**config.mk**
```make
export PLATFORM = sky130hd
export DESIGN_NAME = snake_step_scheduler
export DESIGN_NICKNAME = d
export VERILOG_FILES = /design/src/rtl/snake_step_scheduler.sv
export SDC_FILE = /design/constraint.sdc
export NUM_CORES = 1
export LEC_CHECK = 0
export CAP_MARGIN = 15
export CORE_ASPECT_RATIO = 0.5
export CORE_MARGIN = 10
export CORE_UTILIZATION = 42
export CTS_BUF_LIST = sky130_fd_sc_hd__clkbuf_8 sky130_fd_sc_hd__clkbuf_16
export CTS_CLUSTER_SIZE = 28
export DETAILED_ROUTE_END_ITERATION = 12
export GPL_ROUTABILITY_DRIVEN = 0
export GPL_TIMING_DRIVEN = 0
export MAX_ROUTING_LAYER = met4
export PLACE_DENSITY = 0.62
export SYNTH_ARGS = -nofsm -noshare
export SYNTH_HDL_FRONTEND = slang
export SYNTH_SLANG_ARGS = --single-unit
```
**constraint.sdc**
```tcl
create_clock -name clk -period 4.7 [get_ports clk]
set_input_delay 1.175 -clock clk [delete_from_list [all_inputs] [get_ports clk]]
set_output_delay 1.175 -clock clk [all_outputs]
set_load 0.02 [all_outputs]
```
**src/rtl/snake_step_scheduler.sv**
```systemverilog
// Snake game step scheduler: speed-dependent tick divider feeding vblank-aligned move/grow handshakes.
// state_dbg exposes the FSM encoding: 0 IDLE, 1 RUN, 2 WAIT_VB, 3 MOVE, 4 GROW, 5 OVER.
module snake_step_scheduler #(
    parameter int unsigned DIV_BASE   = 4000000,
    parameter int unsigned SPEED_STEP = 400000,
    parameter int unsigned DIV_MIN    = 1000000,
    parameter int          CW         = 22
) (
    input  logic        clk,
    input  logic        rst_n,
    input  logic        start,
    input  logic        pause,
    input  logic [2:0]  speed,
    input  logic        vblank,
    output logic        move_req,
    input  logic        move_ack,
    input  logic        collide,
    input  logic        ate,
    output logic        grow_req,
    input  logic        grow_ack,
    output logic        busy,
    output logic        game_over,
    output logic [15:0] step_count,
    output logic        tick_missed,
    output logic [2:0]  state_dbg
);

    // Handshakes: a request rises on entry to its state and is held until the
    // cycle its one-cycle ack is seen; it drops on the edge that accepts the ack.
    // Acks arriving outside the matching state are ignored.
    typedef enum logic [2:0] {
        ST_IDLE    = 3'd0,
        ST_RUN     = 3'd1,
        ST_WAIT_VB = 3'd2,
        ST_MOVE    = 3'd3,
        ST_GROW    = 3'd4,
        ST_OVER    = 3'd5
    } state_t;

    localparam int XW = CW + 4;
    localparam logic [XW-1:0] BASE_X = XW'(DIV_BASE);
    localparam logic [XW-1:0] MIN_X  = XW'(DIV_MIN);
    localparam logic [XW-1:0] STEP_X = XW'(SPEED_STEP);

    state_t        state, state_next;
    logic [CW-1:0] cnt;
    logic [CW-1:0] period;
    logic [XW-1:0] reduce_x;
    logic [2:0]    speed_lat;
    logic          tick_pending;
    logic          active, count_en, tick, consume, restart, step_inc;

    // Period is evaluated wide so a large speed reduction clamps to the floor
    // instead of wrapping below zero.
    always_comb begin
        reduce_x = XW'(speed_lat) * STEP_X;
        if (reduce_x + MIN_X > BASE_X) period = CW'(DIV_MIN);
        else                           period = CW'(BASE_X - reduce_x);
    end

    always_comb begin
        active   = (state == ST_RUN) || (state == ST_WAIT_VB) ||
                   (state == ST_MOVE) || (state == ST_GROW);
        count_en = active && !pause;
        tick     = count_en && (cnt == period - CW'(1));
        consume  = (state == ST_WAIT_VB) && vblank;
        restart  = start && ((state == ST_IDLE) || (state == ST_OVER));
        step_inc = (state == ST_MOVE) && move_ack && !collide;
    end

    always_comb begin
        state_next = state;
        case (state)
            ST_IDLE:    if (start) state_next = ST_RUN;
            ST_RUN:     if (tick_pending && !pause) state_next = ST_WAIT_VB;
            ST_WAIT_VB: if (vblank) state_next = ST_MOVE;
            ST_MOVE: begin
                if (move_ack) begin
                    if (collide)  state_next = ST_OVER;
                    else if (ate) state_next = ST_GROW;
                    else          state_next = ST_RUN;
                end
            end
            ST_GROW:    if (grow_ack) state_next = ST_RUN;
            ST_OVER:    if (start) state_next = ST_RUN;
            default:    state_next = ST_IDLE;
        endcase
    end

    always_ff @(posedge clk or negedge rst_n) begin
        if (!rst_n) state <= ST_IDLE;
        else        state <= state_next;
    end

    always_ff @(posedge clk or negedge rst_n) begin
        if (!rst_n) begin
            cnt          <= '0;
            speed_lat    <= '0;
            tick_pending <= 1'b0;
            tick_missed  <= 1'b0;
            step_count   <= '0;
            move_req     <= 1'b0;
            grow_req     <= 1'b0;
            busy         <= 1'b0;
            game_over    <= 1'b0;
        end else begin
            // Speed is only sampled at a period boundary so a running period keeps its length.
            if (cnt == '0) speed_lat <= speed;
            if (restart) begin
                cnt          <= '0;
                tick_pending <= 1'b0;
                tick_missed  <= 1'b0;
                step_count   <= '0;
            end else begin
                if (tick)          cnt <= '0;
                else if (count_en) cnt <= cnt + CW'(1);
                // A tick landing on the edge that consumes the previous one is not an overrun.
                if (tick) begin
                    tick_pending <= 1'b1;
                    if (tick_pending && !consume) tick_missed <= 1'b1;
                end else if (consume) begin
                    tick_pending <= 1'b0;
                end
                if (step_inc) step_count <= step_count + 16'd1;
            end
            move_req  <= (state_next == ST_MOVE);
            grow_req  <= (state_next == ST_GROW);
            busy      <= (state_next == ST_WAIT_VB) || (state_next == ST_MOVE) ||
                         (state_next == ST_GROW);
            game_over <= (state_next == ST_OVER);
        end
    end

    assign state_dbg = state;

endmodule

```
# == After elaboration in Yosys (flattened, before gate mapping) ==
# Cells that the tools add are included.
# word_totals
latch_bits,0
output_inout_bits,24
romBits,0
memories,0
reg_bits,50
ramBits,0
# op_classes
multipliers,1
n_mux,20
n_reduce_logical,26
div,0
n_lt_le_gt_ge,1
n_addsub,5
bitwise,0
shifts,0
n_eq_ne,10
# ops
cell,n
$mux 22,4
$mux 16,2
$add 22x20->23 const B,1
$gt 23x22->1 const B,1
$add 22x1->22 const B,1
$eq 22x22->1,1
$logic_not 22->1,1
$sub 22x1->22 const B,1
$sub 22x22->22 const A,1
$mux 3,7
$add 16x1->16 const B,1
$mul 3x12->15 const B,1
$pmux 3 s5,1
$eq 3x2->1 const B,4
$eq 3x3->1 const B,4
$logic_and 1x1->1,8
$logic_or 1x1->1,6
$mux 1,6
$reduce_bool 2->1,3
$reduce_bool 3->1,2
$eq 3x1->1 const B,1
$logic_not 1->1,3
$logic_not 3->1,1
$reduce_and 2->1,1
$reduce_or 2->1,1

# == Logic depth before layout (Yosys ltp) ==
# depth
word_depth,9
depth_mapped,17
ltp_nobuf,14

# == Least setup slack after synthesis ==
# OpenSTA, ideal clock, no wires.
# synth_timing
path_type,register -> register
start,reg speed_lat[0]
end,reg cnt[15]
arrival_time_ns,4.310
path_stages_with_launch,16
required_time_ns,4.564
synth_period_minus_slack_ns,4.446
setup_slack_ns,0.254
setup_ns,0.136
cell_sequence,dfrtp_1 -> clkbuf_1 -> inv_1 -> ha_1 -> buf_6 -> xor3_2 -> or4_1 -> or4_1 -> a21o_1 -> a211o_1 -> a21oi_1 -> o32ai_1 -> or4_4 -> nor4_4 -> buf_6 -> nor3_1
# synth_via
elab_chain_len,9
word_cells_on_any_way,11
cone_classes,add/sub: 3; mul: 1; order compare: 1; eq/ne: 1; mux: 3; reduce/logical: 2
# synth_rtl
item,line,rtl
from (decl),49,logic [2:0] speed_lat;
from (signal assigned),108,if (cnt == '0) speed_lat <= speed;
$mul 3x12->15 (*),56,reduce_x = XW'(speed_lat) * STEP_X;
$add 22x20->23,57,if (reduce_x + MIN_X > BASE_X) period = CW'(DIV_MIN);
$gt 23x22->1,57,
$mux 22 (*),57,
$sub 22x1->22 (*),65,tick = count_en && (cnt == period - CW'(1));
$eq 22x22->1 (*),65,
$logic_and 1x1->1 (*),65,
$mux 22,115,if (tick) cnt <= '0;
$mux 22,109,if (restart) begin
to (signal assigned),116,else if (count_en) cnt <= cnt + CW'(1);
to (decl),46,logic [CW-1:0] cnt;
# Every way passes the cells marked *; elsewhere a longest branch is shown, timed or not.
# A chain may end at the register's enable or synchronous reset.

# == Worst setup path after layout ==
# layout_timing
start,reg speed_lat[1]
end,reg cnt[15]
# Same word-level chain as after synthesis.

==> out/qor.yml <==
yosysWarnings: 0
p_total_mw: 2.22
vias: 3706
finalHoldViolCount: 0
synth_top_flop_cell: "dfrtp_1"
yosysSeqAreaShare_pct: 31.2
p_sw_mw: 0.997
fin_crit_ns: 4.53
async_flop_share_pct: 100
syn-num-nets: 515
avgSynthCellArea_um2: 8.24
criticalPathCategory: "flip-flop to flip-flop"
clockBufferDepth: 2
synth-seq-cells: 50
ir_drop_mv: 0.169
drv_cap: 0
drc: 0
drtIter0Drc: 241
arrival_ns: 4.68
tightest_slew_ns: 0.588
grtUsageTotal_pct: 15.8
critPathBufInv: 6
combPwrFrac_pct: 61.8
path_delay_family: "simple AND/OR/NAND/NOR gates"
power_frac_clock_pct: 15.5
htree_levels: 2
fmaxAchievable_mhz: 221
portBuffers: 35
cp.depth: 17
hold_depth: 1
hold_slack_ns: 0.514
p_seq_share_pct: 22.8
status: "completed"
cp.required_ns: 4.85
cts-root-buf: "clkbuf_16"
core_um2: 9380
worst_path_largest_cell_delay_ns: 0.58
grt_pass1_wl_um: 17600
grt_pass1_vias: 3483
final_antenna_net_count: 0
intPower_mw: 1.22
synth.most_common_cell: "nand2_1"
synth_area_um2: 4020
area_growth_syn_to_layout_pct: 20.1
die_y_um: 89.1
vias_per_cell: 5.62
grt_max_degree: 29
rsz0062_at_grt: "false"
initial_core_util_pct: 42.8
tritoncts: "done"
synthTopCellsByCount: "nand2_1, dfrtp_1, nor2_1"
io_pins: 36
yosysTopAreaCellShare_pct: 31.2
die_area_um2: 14100
fp.dieW_um: 158
yosys.area.top_type: "dfrtp_1"
rr_worst_depth: 17
cts_inserted_buffers: 5
clock_sinks: 50
clk_pin_slew_ns: 0.07
antenna_found_initial: 0
leakage_nw: 1.97
placementRows: 25
setup_slack_ns: 0.174
nets: 566
n_antenna_cell: 0
end_kind: "flip-flop"
hpwl_um: 7730
drive_gt1_share_pct: 9.67
totalWireLength_um: 10600
clock_latency_ns: 0.29
worst_setup_path_start_kind: "flip-flop"
grt-ovfl-total: 0
hold_path_class: "flip-flop to flip-flop"
finalMaxSlewViolations: 0
dr.pass1.iters: 5
switching_share_pct: 44.9
synthTopCellsByArea: "dfrtp_1, xor2_1, xnor2_1, nand2_1, ha_1"
cts-hold-fix-buffers: 0
max_slew_margin_pct: 59.8
crit_slowest_cell: "or4_4"
pwr_density_cell_nw_per_um2: 461
path_cells: "buf_6 -> clkinvlp_4 -> ha_1 -> inv_1 -> ha_1 -> clkbuf_4 -> and3_2 -> or4_1 -> a21o_1 -> a211o_1 -> a21oi_1 -> o32ai_1 -> or4_4 -> nor4_4 -> buf_4 -> buf_6 -> nor3_1"
wl_per_cell_um: 16.1
final_util_pct: 51.4
dp_slack_ns: -0.538
synthCells: 487
synth-edff-count: 0
ys_types: 61
finClkSkew_ns: 0.00505
critPathMaxFanout: 10
min_period_over_period_pct: 96.3
setup_viol_count_final: 0
cell families after synthesis:
family                     Yosys count  share of synthesized area [%]
muxes                                6                           1.62
buffers and inverters               47                           5.05
DFF                                 50                           31.2
xor gates and xnor gates            58                           13.1
AOI/OAI and AO/OA                   94                           15.9
and+or+nand+nor                    216                           28.1
adders and majority gates           16                           5.17
cell type report:
class	count	area, um^2
repair buffers	45	430
inverters	19	75.1
multi-input cells	390	2630
clock inverters	2	7.51
fillers	914	4560
plain buffers	27	145
clock buffers	5	125
well taps	121	151
flip-flops and latches	50	1250
final timing paths:
| kind | to | start | slack, ns |
|---|---|---|---|
| worst min-delay path | tick_missed | tick_missed | 0.51 |
| min in group asynchronous | state_dbg[2] | rst_n | 0.87 |
| worst min register to register | tick_missed | tick_missed | 0.51 |
| max in group asynchronous | step_count[10] | rst_n | 3.29 |
| worst max-delay path | cnt[15] | speed_lat[1] | 0.17 |
| worst max register to register | cnt[15] | speed_lat[1] | 0.17 |
metrics by stage:
step / cell area (um^2) / TNS, ns / instances
3_5_place_dp: 4530 / -11.99 / 644
4_1_cts: 4730 / 0 / 656
5_1_grt: 4820 / 0 / 659
3_3_place_gp: 4520 / -11.31 / 643
6_report: 4820 / 0 / 659
2_1_floorplan: 4020 / 0 / 487
timing repair:
item / CTS / global route
resized for setup: 9 / 17
pin swaps: 2 / 0
setup endpoints to repair: 24 / 24
hold endpoints to repair: 0 / 0
buffers inserted: 6 / 2
layer usage:
layer / wire length (um) / GRT usage [%] / vias up
li1: - / - / 1853
met3: 281 / 2.26 / 7
met4: 104 / 3.68 / 0
met5: 0 / - / -
met1: 5630 / 21.5 / 1780
met2: 4580 / 24.2 / 66
flip-flops by register name (all words and copies together) (netlist names):
register      count
game_over         1
tick_pending      1
busy              1
cnt              22
speed_lat         3
grow_req          1
step_count       16
tick_missed       1
move_req          1
state_dbg         3
cell usage in the layout, fill, tap and decap left out, drive strengths merged, types with 3 or more instances in the layout:
master / n
o21ai: 22
and3: 16
a211o: 4
a21oi: 19
nand3: 22
a22oi: 3
inv: 20
nor2b: 6
or2: 4
clkdlybuf4s50: 34
or3: 7
ha: 15
and2: 3
dfrtp: 50
nor2: 37
clkbuf: 26
nor4b: 3
nor4: 9
xnor2: 27
nand4: 9
nand2b: 6
nor3b: 6
mux2: 4
o32ai: 3
nand2: 51
o31ai: 3
xor2: 30
nor3: 26
or4: 5
or3b: 3
a31oi: 9
buf: 17
power groups by stage:
stage               registers, mW  clock network [mW]  logic (mW)
floorplan                   0.500                   0       0.974
global placement            0.513                   0        1.21
detailed placement          0.513                   0        1.22
CTS                         0.501               0.349        1.27
global route                0.508               0.368        1.51
finish                      0.506               0.343        1.37
(Power assumes the default switching activity.)
